===== src/rtl/mac_stream_ctrl.sv =====
// mac_stream_ctrl: stream-side driver for the 3x3 matrix MAC.
// Collects A and B as serial elements, packs them into flattened words,
// runs one MAC operation and streams the captured result back out.
// Optional feature macro: MAC_STREAM_B_REUSE_EN adds cmd_reuse_b_i, which
// lets a command skip loading B and reuse the previously loaded B.
module mac_stream_ctrl #(
    parameter int  VAR_WIDTH  = 8,
    parameter int  MAT_SIZE   = 3,
    localparam int DATA_WIDTH = VAR_WIDTH * MAT_SIZE * MAT_SIZE
) (
    input  logic                  clk_i,
    input  logic                  rst_ni,
    input  logic                  cmd_valid_i,
    output logic                  cmd_ready_o,
    input  logic [1:0]            cmd_opcode_i,
    input  logic                  cmd_accum_i,
    input  logic                  cmd_clr_i,
`ifdef MAC_STREAM_B_REUSE_EN
    input  logic                  cmd_reuse_b_i,
`endif
    input  logic                  s_valid_i,
    output logic                  s_ready_o,
    input  logic [VAR_WIDTH-1:0]  s_data_i,
    output logic                  m_valid_o,
    input  logic                  m_ready_i,
    output logic [VAR_WIDTH-1:0]  m_data_o,
    output logic                  m_last_o,
    output logic [DATA_WIDTH-1:0] mac_matrixA_o,
    output logic [DATA_WIDTH-1:0] mac_matrixB_o,
    output logic [1:0]            mac_opcode_o,
    output logic                  mac_enable_o,
    output logic                  mac_clr_o,
    input  logic [DATA_WIDTH-1:0] mac_result_i,
    output logic                  busy_o
);

    localparam int              N    = MAT_SIZE * MAT_SIZE;
    localparam int              CW   = $clog2(N);
    localparam logic [CW-1:0]   LAST = CW'(N - 1);

    localparam logic [2:0] S_IDLE   = 3'd0;
    localparam logic [2:0] S_LOAD_A = 3'd1;
    localparam logic [2:0] S_LOAD_B = 3'd2;
    localparam logic [2:0] S_EXEC   = 3'd3;
    localparam logic [2:0] S_DRAIN  = 3'd4;
    localparam logic [2:0] S_CLEAR  = 3'd5;

    logic [2:0]            state_q, state_d;
    logic [CW-1:0]         cnt_q, cnt_d;
    logic [DATA_WIDTH-1:0] a_q, a_d;
    logic [DATA_WIDTH-1:0] b_q, b_d;
    logic [DATA_WIDTH-1:0] res_q, res_d;
    logic [1:0]            op_q, op_d;
    logic                  accum_q, accum_d;
    logic                  clr_q, clr_d;
    logic                  reuse_q, reuse_d;

    // Handshake-qualified flags; status outputs are flops so every qualifier
    // here is a registered signal.
    logic                  cmd_ready_q, s_ready_q, m_valid_q, m_last_q;
    logic                  en_q, mclr_q, busy_q;
    logic                  cmd_fire_s, s_fire_s, m_fire_s;

    assign cmd_fire_s = cmd_valid_i && cmd_ready_q;
    assign s_fire_s   = s_valid_i && s_ready_q;
    assign m_fire_s   = m_ready_i && m_valid_q;

    // Next-state, counter and datapath register update for the whole FSM.
    always_comb begin
        state_d = state_q;
        cnt_d   = cnt_q;
        a_d     = a_q;
        b_d     = b_q;
        res_d   = res_q;
        op_d    = op_q;
        accum_d = accum_q;
        clr_d   = clr_q;
        reuse_d = reuse_q;
        case (state_q)
            S_IDLE: begin
                if (cmd_fire_s) begin
                    op_d    = cmd_opcode_i;
                    accum_d = cmd_accum_i;
                    clr_d   = cmd_clr_i;
`ifdef MAC_STREAM_B_REUSE_EN
                    reuse_d = cmd_reuse_b_i;
`else
                    reuse_d = 1'b0;
`endif
                    cnt_d   = '0;
                    state_d = S_LOAD_A;
                end else begin
                    state_d = S_IDLE;
                end
            end
            S_LOAD_A: begin
                if (s_fire_s) begin
                    a_d[DATA_WIDTH-1-int'(cnt_q)*VAR_WIDTH -: VAR_WIDTH] = s_data_i;
                    if (cnt_q == LAST) begin
                        cnt_d   = '0;
                        state_d = reuse_q ? S_EXEC : S_LOAD_B;
                    end else begin
                        cnt_d = cnt_q + CW'(1);
                    end
                end else begin
                    state_d = S_LOAD_A;
                end
            end
            S_LOAD_B: begin
                if (s_fire_s) begin
                    b_d[DATA_WIDTH-1-int'(cnt_q)*VAR_WIDTH -: VAR_WIDTH] = s_data_i;
                    if (cnt_q == LAST) begin
                        cnt_d   = '0;
                        state_d = S_EXEC;
                    end else begin
                        cnt_d = cnt_q + CW'(1);
                    end
                end else begin
                    state_d = S_LOAD_B;
                end
            end
            S_EXEC: begin
                // MAC inputs have been stable all cycle; take its output now.
                res_d   = mac_result_i;
                cnt_d   = '0;
                state_d = S_DRAIN;
            end
            S_DRAIN: begin
                if (m_fire_s) begin
                    if (cnt_q == LAST) begin
                        cnt_d   = '0;
                        state_d = clr_q ? S_CLEAR : S_IDLE;
                    end else begin
                        cnt_d = cnt_q + CW'(1);
                    end
                end else begin
                    state_d = S_DRAIN;
                end
            end
            S_CLEAR: begin
                state_d = S_IDLE;
            end
            default: begin
                state_d = S_IDLE;
                cnt_d   = '0;
            end
        endcase
    end

    // State, datapath registers and registered status outputs.
    always_ff @(posedge clk_i or negedge rst_ni) begin
        if (!rst_ni) begin
            state_q     <= S_IDLE;
            cnt_q       <= '0;
            a_q         <= '0;
            b_q         <= '0;
            res_q       <= '0;
            op_q        <= 2'b00;
            accum_q     <= 1'b0;
            clr_q       <= 1'b0;
            reuse_q     <= 1'b0;
            cmd_ready_q <= 1'b0;
            s_ready_q   <= 1'b0;
            m_valid_q   <= 1'b0;
            m_last_q    <= 1'b0;
            en_q        <= 1'b0;
            mclr_q      <= 1'b0;
            busy_q      <= 1'b0;
        end else begin
            state_q     <= state_d;
            cnt_q       <= cnt_d;
            a_q         <= a_d;
            b_q         <= b_d;
            res_q       <= res_d;
            op_q        <= op_d;
            accum_q     <= accum_d;
            clr_q       <= clr_d;
            reuse_q     <= reuse_d;
            cmd_ready_q <= (state_d == S_IDLE);
            s_ready_q   <= (state_d == S_LOAD_A) || (state_d == S_LOAD_B);
            m_valid_q   <= (state_d == S_DRAIN);
            m_last_q    <= (state_d == S_DRAIN) && (cnt_d == LAST);
            en_q        <= (state_d == S_EXEC) && accum_d && op_d[1];
            mclr_q      <= (state_d == S_CLEAR);
            busy_q      <= (state_d != S_IDLE);
        end
    end

    assign cmd_ready_o   = cmd_ready_q;
    assign s_ready_o     = s_ready_q;
    assign m_valid_o     = m_valid_q;
    assign m_last_o      = m_last_q;
    assign m_data_o      = res_q[DATA_WIDTH-1-int'(cnt_q)*VAR_WIDTH -: VAR_WIDTH];
    assign mac_matrixA_o = a_q;
    assign mac_matrixB_o = b_q;
    assign mac_opcode_o  = op_q;
    assign mac_enable_o  = en_q;
    assign mac_clr_o     = mclr_q;
    assign busy_o        = busy_q;

endmodule

===== config.mk =====
export PLATFORM = sky130hd
export DESIGN_NAME = mac_stream_ctrl
export DESIGN_NICKNAME = d
export VERILOG_FILES = /design/src/rtl/mac_stream_ctrl.sv
export SDC_FILE = /design/constraint.sdc
export NUM_CORES = 1
export LEC_CHECK = 0
export ABC_AREA = 0
export BUFFER_PORTS_ARGS = -buffer_cell sky130_fd_sc_hd__buf_2
export CAP_MARGIN = 20
export CORE_MARGIN = 2
export CORE_UTILIZATION = 43
export DETAILED_ROUTE_END_ITERATION = 12
export MAX_ROUTING_LAYER = met4
export PLACE_DENSITY = 0.7
export SYNTH_ARGS = -nofsm -noshare
export SYNTH_HDL_FRONTEND = slang
export SYNTH_SLANG_ARGS = --single-unit

===== constraint.sdc =====
create_clock -name clk_i -period 2.8 [get_ports clk_i]
set_input_delay 0.28 -clock clk_i [delete_from_list [all_inputs] [get_ports clk_i]]
set_output_delay 0.28 -clock clk_i [all_outputs]
set_load 0.05 [all_outputs]

### Word-level counts from Yosys, hierarchy flattened

Cells that the tools add are included.

| storage, ports and cells | value |
|---|---|
| input bits | 89 |
| register bits | 234 |
| output and inout port bits | 161 |

| cells by class | value |
|---|---|
| muxes and demuxes | 20 |
| $add $sub $neg | 3 |
| reduce and logical (&&, ||, !) cells | 14 |
| equal/unequal tests | 12 |
| shift operators | 3 |

Operators by type and width:

| operator | number |
|---|---|
| 72-bit bitwise mux | 2 |
| 8-bit by 33-bit variable shift with 79-bit output, first input constant | 1 |
| 79-bit by 8-bit indexed part select with 8-bit output | 1 |
| 8-bit by 33-bit indexed part select with 79-bit output | 1 |
| 8-bit negation with 33-bit output | 1 |
| 3-bit 2-to-1 mux | 7 |
| 4-bit 2-to-1 mux | 4 |
| 4-bit one-hot mux with 4 select lines | 1 |
| 3-bit one-hot mux with 5 select lines | 1 |
| 3-bit by 2-bit == test with 1-bit output, second input constant | 4 |
| 3-bit == test, second input constant | 4 |
| 4-bit == test, second input constant | 2 |
| 7-bit by 7-bit subtractor with 8-bit output, first input constant | 1 |
| 3-bit by 1-bit == test with 1-bit output, second input constant | 2 |
| 1-bit logical AND | 6 |
| 3-bit logical NOT | 2 |
| 2-bit AND reduction | 3 |
| 4-bit by 1-bit adder with 4-bit output, second input constant | 1 |
| 2-bit 2-to-1 mux | 2 |
| 1-bit 2-to-1 mux | 3 |
| 3-bit nonzero test | 1 |
| 2-bit OR reduction | 1 |
| 1-bit logical OR | 1 |

### Depth between registers and ports, before layout

Gate-level depths: netlist of the first run.

| logic depth | value |
|---|---|
| depth after elaboration | 7 |
| gate-level depth with buffers | 10 |
| mapped depth without buffers | 7 |

### Worst setup path before layout of the first run

OpenSTA, ideal clock, no wires.

| timing | value |
|---|---|
| path type | register to output |
| start point | reg cnt_q[0] |
| end point | out m_data_o[0] |
| path slack | -493 ps |
| arrival | 3013 ps |
| required time | 2520 ps |
| stages on the path, launching flop included | 10 |
| path through | dfrtp_1 buf_2 inv_1 ha_1 buf_2 buf_2 clkbuf_1 mux4_2 inv_1 o21ai_0 |

| between the ends | value |
|---|---|
| word-level cells in the longest chain between the ends | 2 |

RTL lines:

| what | RTL line | source |
|---|---|---|
| from (decl) | 49 | `logic [CW-1:0] cnt_q, cnt_d;` |
| from (signal assigned) | 171 | `cnt_q <= cnt_d;` |
| 7-bit by 7-bit subtractor with 8-bit output | 193 | `assign m_data_o = res_q[DATA_WIDTH-1-int'(cnt_q)*VAR_WIDTH -: VAR_WIDTH];` |
| 79-bit by 8-bit indexed part select with 8-bit output | 193 |  |
| to (decl) | 26 | `output logic [VAR_WIDTH-1:0] m_data_o,` |

No other way between the ends.

### Worst setup path in the final report of the first run

Same ends and word-level chain as after synthesis.

==> results of run 1 <==
final cells by class:
cell class	count	area share [%]
Inverter	11	0.316
Timing Repair Buffer	338	16.9
Sequential cell	234	44.8
Clock buffer	36	5.63
Multi-Input combinational cell	380	29.1
Tap cell	285	2.73
Clock inverter	8	0.526
cell families (layout without fill, tap and decap cells):
family	count (synthesis)	in the layout	synth area share [%]
AO/OA/AOI/OAI	43	43	3.10
adder cells (fa/ha/maj)	2	2	0.254
flip-flops	234	234	59.5
multiplexers	239	239	29.2
AND/OR/NAND/NOR	94	94	5.58
XOR/XNOR	2	2	0.178
buffers and inverters	50	393	2.26
sequential cells by signal (all words and copies together) (netlist names):
name,count
accum_q,1
busy_o,1
clr_q,1
cmd_ready_o,1
cnt_q,4
m_last_o,1
m_valid_o,1
mac_clr_o,1
mac_enable_o,1
mac_matrixA_o,72
mac_matrixB_o,72
mac_opcode_o,2
res_q,72
s_ready_o,1
state_q,3
per-stage QoR:
step / utilization, % / hold WS [ps] / cells / setup WS (ps) / setup TNS, ps
after floorplan: - / -15.6 / 664 / 145 / 0
after global placement: 50.7 / 261 / 1174 / 458 / 0
after detailed placement: 50.7 / 257 / 1174 / 422 / 0
after CTS: 57.7 / 2.04 / 1291 / 5.76 / 0
after global routing: 58.0 / 0.243 / 1292 / -11.1 / -11.1
final: 58.0 / 20.3 / 1292 / 73.7 / 0
Yosys cell counts (all sizes together):
| cell type | number | share of area (%) |
|---|---|---|
| and3 | 4 | 0.25 |
| o31ai | 1 | 0.076 |
| a21o | 3 | 0.23 |
| xor2 | 2 | 0.18 |
| o211ai | 3 | 0.23 |
| nor4b | 1 | 0.15 |
| o22ai | 1 | 0.064 |
| mux4 | 16 | 3.7 |
| and3b | 2 | 0.18 |
| nor3 | 3 | 0.20 |
| mux2i | 1 | 0.10 |
| buf | 22 | 1.2 |
| and2 | 21 | 1.3 |
| nand2 | 28 | 1.2 |
| a221o | 2 | 0.20 |
| inv | 11 | 0.42 |
| nand2b | 3 | 0.22 |
| nor2 | 11 | 0.44 |
| mux2 | 222 | 25 |
| or2 | 1 | 0.064 |
| a21oi | 5 | 0.33 |
| a22oi | 9 | 0.69 |
| nor3b | 2 | 0.15 |
| a22o | 3 | 0.27 |
| nor4 | 2 | 0.34 |
| nand3 | 6 | 0.36 |
| a32oi | 1 | 0.089 |
| a211oi | 2 | 0.20 |
| o2111ai | 1 | 0.089 |
| o21ai | 11 | 0.56 |
| dfrtp | 234 | 59 |
| nand3b | 3 | 0.23 |
| nor2b | 5 | 0.32 |
| and2b | 1 | 0.076 |
| clkbuf | 17 | 0.67 |
| a21boi | 1 | 0.076 |
| ha | 2 | 0.25 |
| or3 | 1 | 0.064 |
power groups by stage:
stage	logic [W]	registers, W	clock network [W]
after detailed placement	0.00684	0.00514	0
final	0.00727	0.00511	0.00321
after floorplan	0.00342	0.00679	0
after global routing	0.00764	0.00524	0.00344
after CTS	0.00714	0.00509	0.00329
after global placement	0.00676	0.00511	0
critical path: stages (launching register included):
cell	delay [ps]
dfrtp_1	410
inv_2	80
ha_4	290
buf_12	150
mux4_2	350
a22oi_1	300
o21ai_2	120
clkbuf_4	230
timing repair:
item / CTS / global route
endpoints found under the setup margin: 8 / 8
gates cloned: 1 / 0
gates resized for setup: 7 / 12
hold endpoints to repair: 131 / 1
hold buffers: 72 / 1
routing by layer:
metal  GRT usage, %  vias up  part of all wire, %  wire [um]
met2           35.7      241                   50      12700
met3           3.23       51                  4.8       1230
met1           27.3     3420                   42      10700
met5              -        -                    0          0
li1               -     3045                    -          -
met4           7.08        0                  3.5        886
final timing paths:
| path | from | end | slack, ps |
|---|---|---|---|
| setup / recovery | cnt_q[0]$_DFF_PN0_ | m_data_o[0] | 70 |
| hold / removal | mac_result_i[25] | res_q[25]$_DFFE_PN0N_ | 20 |
| setup reg to reg | cnt_q[3]$_DFF_PN0_ | mac_matrixA_o[0]$_DFFE_PN0P_ | 510 |
| hold reg to reg | mac_matrixB_o[9]$_DFFE_PN0P_ | mac_matrixB_o[9]$_DFFE_PN0P_ | 490 |
| max in group asynchronous | rst_ni | mac_matrixA_o[36]$_DFFE_PN0P_ | 1710 |
| min in group asynchronous | rst_ni | mac_matrixB_o[44]$_DFFE_PN0P_ | 320 |
==> metrics, run 1 <==
most frequent cells in the layout buf_2, dfrtp_1, mux2_2; Internal just over 0.009 W; Die Footprint 24100 um^2; most common cell after layout, fill and taps aside buf_2; achievable frequency 367 MHz; DRC viols 0; post-route cell area 13100 um^2; # rows 55; Initial Util 43.6%; placeable core area roughly 23000 um^2; All-Layer GR Usage between 20% and 30%; post-synth net total 755; Seq pwr share 32.8%; Synth Cell Area about 10000 um^2; Die Y 155 um; flops & latches, synth roughly 230; Vias per Instance around 5.2; post-synth cell types 49; max_cap viols 0; FF+latch area 5860 um^2; Crit. End Element primary output; Final Hold Viols 0; vias in the first global route 7096; power share of the clock group 20.6%; largest net degree at the start of global routing 75; Multi-input gate area 3810 um^2; min-delay worst type in -> reg; clk buf depth 3; total power 0.0156 W; sequential share of the synthesized area about three fifths; final setup skew 8.53 ps; final worst path period share 97.4%; Final Setup Violations 0; critical path type reg -> out; Iter 0 DRT Violations 333; number of port buffers 249; drt pass-1 iters 4; Syn. warnings 0; worst slew pin tran 497 ps; CP Data Arrival Time 2450 ps; DR WL/cell 19.8 um; CTS Buf Count 25; Clock Sinks 234; CTS root buf clkbuf_16; Post-DRT Antenna Nets 0; first-pass GRT wire length 39.3 mm; # diodes 0; Total Wirelength 25.5 mm; total gr overflow 0; cell count after synthesis 664; Via Count 6757; DP HPWL 17.2 mm; die width 155 um; CTS clock-pin slew for the worst setup and hold paths 60 ps; relative slew slack 66.9%; initial antenna violation count 0; R2R cell count 5; VDD IR-drop max 0.00132 V; share of cells above drive strength 1 between 50% and 60%; worst-skew pair later-pin latency 510 ps; Avg Inst Size Synth 14.8 um^2; LEAKAGE ~6.6 nW; minimum clock period between 2000 and 3000 ps; post-layout net count 1081; postcts setup bufs 0; gpl congestion between 0.8 and 0.9; Logic pwr share approximately 47%; CTS tree done; Power Dens Cells 1190 nW/um^2; Fill cells 1840; Worst setup SP type flip-flop; switch share 41.8%; net switching power 0.00651 W; H-tree Lvls 1; I/O Pins 250; synth-to-layout area growth 32.9%; Final Max Slew Viols 0; Crit Path Max Fanout 12; status finished, final reports clean; Post-DP Area 11400 um^2; hold path cells 2; Worst Path Required 2520 ps
(Power assumes the default switching activity.)
==> run 2, diff against run 1 <==
--- a/config.mk
+++ b/config.mk
@@ -8,6 +8,7 @@
 export ABC_AREA = 0
 export BUFFER_PORTS_ARGS = -buffer_cell sky130_fd_sc_hd__buf_2
 export CAP_MARGIN = 20
+export CORE_ASPECT_RATIO = 1.4
 export CORE_MARGIN = 2
 export CORE_UTILIZATION = 43
 export DETAILED_ROUTE_END_ITERATION = 12
==> metrics, run 2 (synthesis gave the netlist of run 1 again) <==
status finished, final reports clean (unchanged); Final Hold Viols 0 (unchanged); final worst path period share 95.7% (was 97.4%); Crit Path Max Fanout 6 (was 12); Initial Util 43.7% (was 43.6%); CTS tree done (unchanged); first-pass GRT wire length 40.4 mm (was 39.3 mm); CP Data Arrival Time 2400 ps (was 2450 ps); Crit. End Element primary output (unchanged); critical path type reg -> out (unchanged); LEAKAGE 6.61 nW (was 6.64 nW); max_cap viols 0 (unchanged); RSZ-0062 raised after global routing false; Power Dens Cells 1200 nW/um^2 (was 1190 nW/um^2); synth-to-layout area growth 32.7% (was 32.9%); CTS Buf Count 24 (was 25); Worst Path Required 2520 ps (about the same); final setup skew 7.54 ps (was 8.53 ps); share of cells above drive strength 1 56.8% (was 56.3%); I/O Pins 250 (unchanged); # diodes 0 (unchanged); achievable frequency 373 MHz (was 367 MHz); Total Wirelength 25.8 mm (was 25.5 mm); placeable core area 22500 um^2 (was 22600 um^2); Iter 0 DRT Violations 233 (was 333); total gr overflow 0 (unchanged); gpl congestion 0.823 (was 0.812); CTS root buf clkbuf_16 (unchanged); VDD IR-drop max 0.00176 V (was 0.00132 V); initial antenna violation count 0 (unchanged); H-tree Lvls 1 (unchanged); min-delay worst type in -> reg (unchanged); Multi-input gate area 3810 um^2 (about the same); Vias per Instance 5.18 (was 5.23); All-Layer GR Usage 22.0% (was 21.5%); relative slew slack 48.7% (was 66.9%); Worst setup SP type flip-flop (unchanged); worst-skew pair later-pin latency 510 ps (about the same); Die Y 183 um (was 155 um); most common cell after layout, fill and taps aside buf_2 (unchanged); number of port buffers 249 (unchanged); FF+latch area 5860 um^2 (unchanged); CTS clock-pin slew for the worst setup and hold paths 60 ps (about the same); clk buf depth 3 (unchanged); Post-DRT Antenna Nets 0 (unchanged); DRC viols 0 (unchanged); DR WL/cell 19.8 um (about the same); Final Setup Violations 0 (unchanged); Core Util, Final 58.0% (about the same); most frequent cells in the layout buf_2, dfrtp_1, mux2_2 (unchanged); Via Count 6752 (was 6757); largest net degree at the start of global routing 81 (was 75); DP HPWL 17.5 mm (was 17.2 mm); Fill cells 1820 (was 1840); # rows 65 (was 55); Final Max Slew Viols 0 (unchanged); die width 132 um (was 155 um); vias in the first global route 7263 (was 7096); drt pass-1 iters 4 (unchanged); Die Footprint 24100 um^2 (about the same); worst slew pin tran 769 ps (was 497 ps); Sum Neg Setup Slack 0 ps (unchanged); minimum clock period 2680 ps (was 2730 ps); post-layout net count 1076 (was 1081); Clock Sinks 234 (unchanged)
## run 2: cell types whose count changed in the layout (fill, tap and decap cells not counted), sizes merged
cell / before / now
dlygate4sd3: 73 / 66
buf: 259 / 261
clkbuf: 41 / 43
clkinv: 6 / 4
clkinvlp: 0 / 1
inv: 12 / 11
## run 2: stage by stage
stage               worst slack, ps  hold slack (ps)  instances  power, W  cell area (um^2)
finish                          119             8.76       1303    0.0157             13100
global route                   8.93            0.657       1303    0.0164             13100
CTS                            5.40            0.694       1301    0.0155             13000
detailed placement              451              315       1191    0.0120             11500
global placement                477              320       1191    0.0119             11500
floorplan                       145            -15.6        664    0.0102              9870
## run 2: layout make-up
cell class | count | share of cell area [%]
sequential | 234 | 44.8
multi-input combinational | 380 | 29.2
timing repair buffer | 334 | 16.7
clock buffer | 37 | 5.67
tap | 301 | 2.88
clock inverter | 6 | 0.440
inverter | 11 | 0.316
## run 2: layer usage
| metal | up-vias | GRT usage, % | share of wire, % |
|---|---|---|---|
| li1 | 3026 | - | - |
| met2 | 233 | 39.4 | 53 |
| met3 | 47 | 4.26 | 5.7 |
| met1 | 3446 | 24.7 | 38 |
| met5 | - | - | 0 |
| met4 | 0 | 7.35 | 3.1 |
## run 2: what timing repair did
action / in CTS / in global routing
pin swaps: 0 / 2
gates cloned: 1 / 1
endpoints found under the hold margin: 141 / 0
hold buffers: 66 / 0
buffers inserted: 0 / 1
setup endpoints to repair: 8 / 8
gates resized for setup: 5 / 17
## run 2: path summary, 6_finish.rpt
kind	endpoint	cells after the start	slack [ps]	startpoint
hold reg to reg	mac_matrixB_o[9]$_DFFE_PN0P_	1	490	mac_matrixB_o[9]$_DFFE_PN0P_
setup reg to reg	mac_matrixB_o[25]$_DFFE_PN0P_	5	530	cnt_q[2]$_DFF_PN0_
max in group asynchronous	mac_matrixA_o[71]$_DFFE_PN0P_	3	1670	rst_ni
hold / removal	res_q[30]$_DFFE_PN0N_	2	9	mac_result_i[30]
min in group asynchronous	mac_matrixB_o[41]$_DFFE_PN0P_	2	370	rst_ni
setup / recovery	m_data_o[1]	7	120	cnt_q[0]$_DFF_PN0_
## run 2: critical path, cell delays in order, from the launching register on
cell	delay (ps)
dfrtp_1	400
inv_2	70
ha_4	330
buf_12	130
mux4_2	310
mux2_2	280
a22o_1	210
buf_6	160
## run 2: report_power, final
group          internal, W  total (W)  switching, W
clock              0.00191    0.00321       0.00130
combinational      0.00277    0.00738       0.00461
sequential         0.00448    0.00509      0.000609
total              0.00916     0.0157       0.00653
==> run 3, diff against run 2 <==
--- a/config.mk
+++ b/config.mk
@@ -8,12 +8,14 @@
 export ABC_AREA = 0
 export BUFFER_PORTS_ARGS = -buffer_cell sky130_fd_sc_hd__buf_2
 export CAP_MARGIN = 20
+export CELL_PAD_IN_SITES_DETAIL_PLACEMENT = 1
+export CELL_PAD_IN_SITES_GLOBAL_PLACEMENT = 1
 export CORE_ASPECT_RATIO = 1.4
 export CORE_MARGIN = 2
 export CORE_UTILIZATION = 43
 export DETAILED_ROUTE_END_ITERATION = 12
 export MAX_ROUTING_LAYER = met4
-export PLACE_DENSITY = 0.7
+export PLACE_DENSITY = 0.83
 export SYNTH_ARGS = -nofsm -noshare
 export SYNTH_HDL_FRONTEND = slang
 export SYNTH_SLANG_ARGS = --single-unit
==> metrics, run 3 (synthesis gave the netlist of run 1 again) <==
max_cap viols 0 (unchanged); Worst Path Required 2520 ps (about the same); Crit Path Max Fanout 11 (was 6); Multi-input gate area 3810 um^2 (unchanged); Worst Hold Launch mac_result_i[57] (was mac_result_i[30]); total power 0.0158 W (was 0.0157 W); Power Dens Cells 1220 nW/um^2 (was 1200 nW/um^2); LEAKAGE 6.53 nW (was 6.61 nW); placeable core area 22500 um^2 (unchanged); drt pass-1 iters 4 (unchanged); DR WL/cell 23.2 um (was 19.8 um); Die Footprint 24100 um^2 (unchanged); most common cell after layout, fill and taps aside buf_2 (unchanged); synth-to-layout area growth 31.0% (was 32.7%); largest net degree at the start of global routing 87 (was 81); Worst setup SP type flip-flop (unchanged); placed insts 1189 (was 1191); pre-CTS setup slack 369 ps (was 451 ps); worst-skew pair later-pin latency 510 ps (about the same); die width 132 um (unchanged); All-Layer GR Usage 25.6% (was 22.0%); delay-heaviest family, CP multiplexers (unchanged); initial antenna violation count 1 (was 0); CP Data Arrival Time 2470 ps (was 2400 ps); postcts setup bufs 0 (unchanged); min-delay worst type in -> reg (unchanged); Final Setup Violations 0 (unchanged); CTS clock-pin slew for the worst setup and hold paths 70 ps (was 60 ps); minimum clock period 2750 ps (was 2680 ps); CTS Buf Count 24 (unchanged); critical path type reg -> out (unchanged); Fill cells 2254 (was 1820); most frequent cells in the layout buf_2, dfrtp_1, mux2_2 (unchanged); relative slew slack 50.3% (was 48.7%); final setup skew 9.91 ps (was 7.54 ps); Iter 0 DRT Violations 322 (was 233); worst slew pin tran 744 ps (was 769 ps); clk buf depth 3 (unchanged); share of cells above drive strength 1 57.3% (was 56.8%); final non-filler cell total 1289 (was 1303); VDD IR-drop max 0.00144 V (was 0.00176 V); first-pass GRT wire length 46.5 mm (was 40.4 mm); crit path cell chain inv_2 -> ha_4 -> buf_12 -> mux4_2 -> mux2_2 -> a22o_1 -> buf_4 (was inv_2 -> ha_4 -> buf_12 -> mux4_2 -> mux2_2 -> a22o_1 -> buf_6); CP max stage cell dfrtp_1 (unchanged); Via Count 6835 (was 6752); Die Y 183 um (unchanged); worst path bufs/invs 3 (unchanged); I/O Pins 250 (unchanged); Vias per Instance 5.30 (was 5.18); Initial Util 43.7% (unchanged); hold slack 9.83 ps (was 8.76 ps); Post-DRT Antenna Nets 0 (unchanged); final worst path period share 98.2% (was 95.7%); Crit. End Element primary output (unchanged); CP max stage delay 410 ps (was 400 ps); FF+latch area 5860 um^2 (about the same); status finished, final reports clean (unchanged); post-layout net count 1064 (was 1076); Final Hold Viols 0 (unchanged); H-tree Lvls 1 (unchanged); gpl congestion 0.839 (was 0.823); Clock Sinks 234 (unchanged); number of port buffers 249 (unchanged); total gr overflow 0 (unchanged); Sum Neg Setup Slack 0 ps (unchanged); DRC viols 0 (unchanged); Total Wirelength 29.9 mm (was 25.8 mm); # rows 65 (unchanged); CTS root buf clkbuf_16 (unchanged); CTS tree done (unchanged); achievable frequency 364 MHz (was 373 MHz); setup ws final 49.4 ps (was 119 ps); Final Max Slew Viols 0 (unchanged); DP HPWL 19.5 mm (was 17.5 mm); critical path launch point cnt_q[0]$_DFF_PN0_ (unchanged); RSZ-0062 raised after global routing false (unchanged); vias in the first global route 7863 (was 7263); worst r2r src cnt_q[0]$_DFF_PN0_ (was cnt_q[2]$_DFF_PN0_)
run 3: worst paths after layout:
| path | to | slack (ps) | cells after the start |
|---|---|---|---|
| setup / recovery | m_data_o[7] | 50 | 7 |
| hold / removal | res_q[57]$_DFFE_PN0N_ | 10 | 2 |
| setup reg to reg | mac_matrixB_o[30]$_DFFE_PN0P_ | 520 | 7 |
| hold reg to reg | mac_matrixB_o[5]$_DFFE_PN0P_ | 500 | 1 |
| max in group asynchronous | res_q[18]$_DFFE_PN0N_ | 1600 | 3 |
| min in group asynchronous | mac_matrixB_o[47]$_DFFE_PN0P_ | 370 | 2 |
run 3: repair_timing:
| item | CTS | global route |
|---|---|---|
| hold buffers | 57 | 1 |
| pin swaps | 0 | 1 |
| resized for setup | 14 | 5 |
| endpoints found under the setup margin | 8 | 8 |
| cloned | 1 | 0 |
| endpoints found under the hold margin | 138 | 1 |
run 3: per-layer routing:
| layer | wire (um) | vias to the layer above | global-route usage [%] |
|---|---|---|---|
| met1 | 11100 | 3553 | 28.3 |
| met3 | 1430 | 56 | 4.17 |
| met4 | 816 | 0 | 7.17 |
| met5 | 0 | - | - |
| li1 | - | 2987 | - |
| met2 | 16600 | 239 | 47.7 |
run 3: layout make-up:
| cell class | instances | share of cell area, % |
|---|---|---|
| inverters | 11 | 0.320 |
| diodes | 1 | 0.0194 |
| clock buffers | 29 | 5.12 |
| flip-flops and latches | 234 | 45.4 |
| clock inverters | 11 | 0.727 |
| well taps | 301 | 2.92 |
| repair buffers | 322 | 16.0 |
| multi-input cells | 380 | 29.5 |
run 3: stage by stage:
step                      cell area [um^2]  utilization, %
after floorplan                       9870               -
after global placement               11500            50.9
after detailed placement             11500            50.9
after CTS                            12900            57.2
after global routing                 12900            57.3
final                                12900            57.3
run 3: where the power goes:
group	switching (W)	total, W	internal (W)	leakage (nW)
clock network	0.00136	0.00313	0.00177	0.363
logic	0.00477	0.00744	0.00267	3.15
registers	0.000721	0.00521	0.00448	3.01
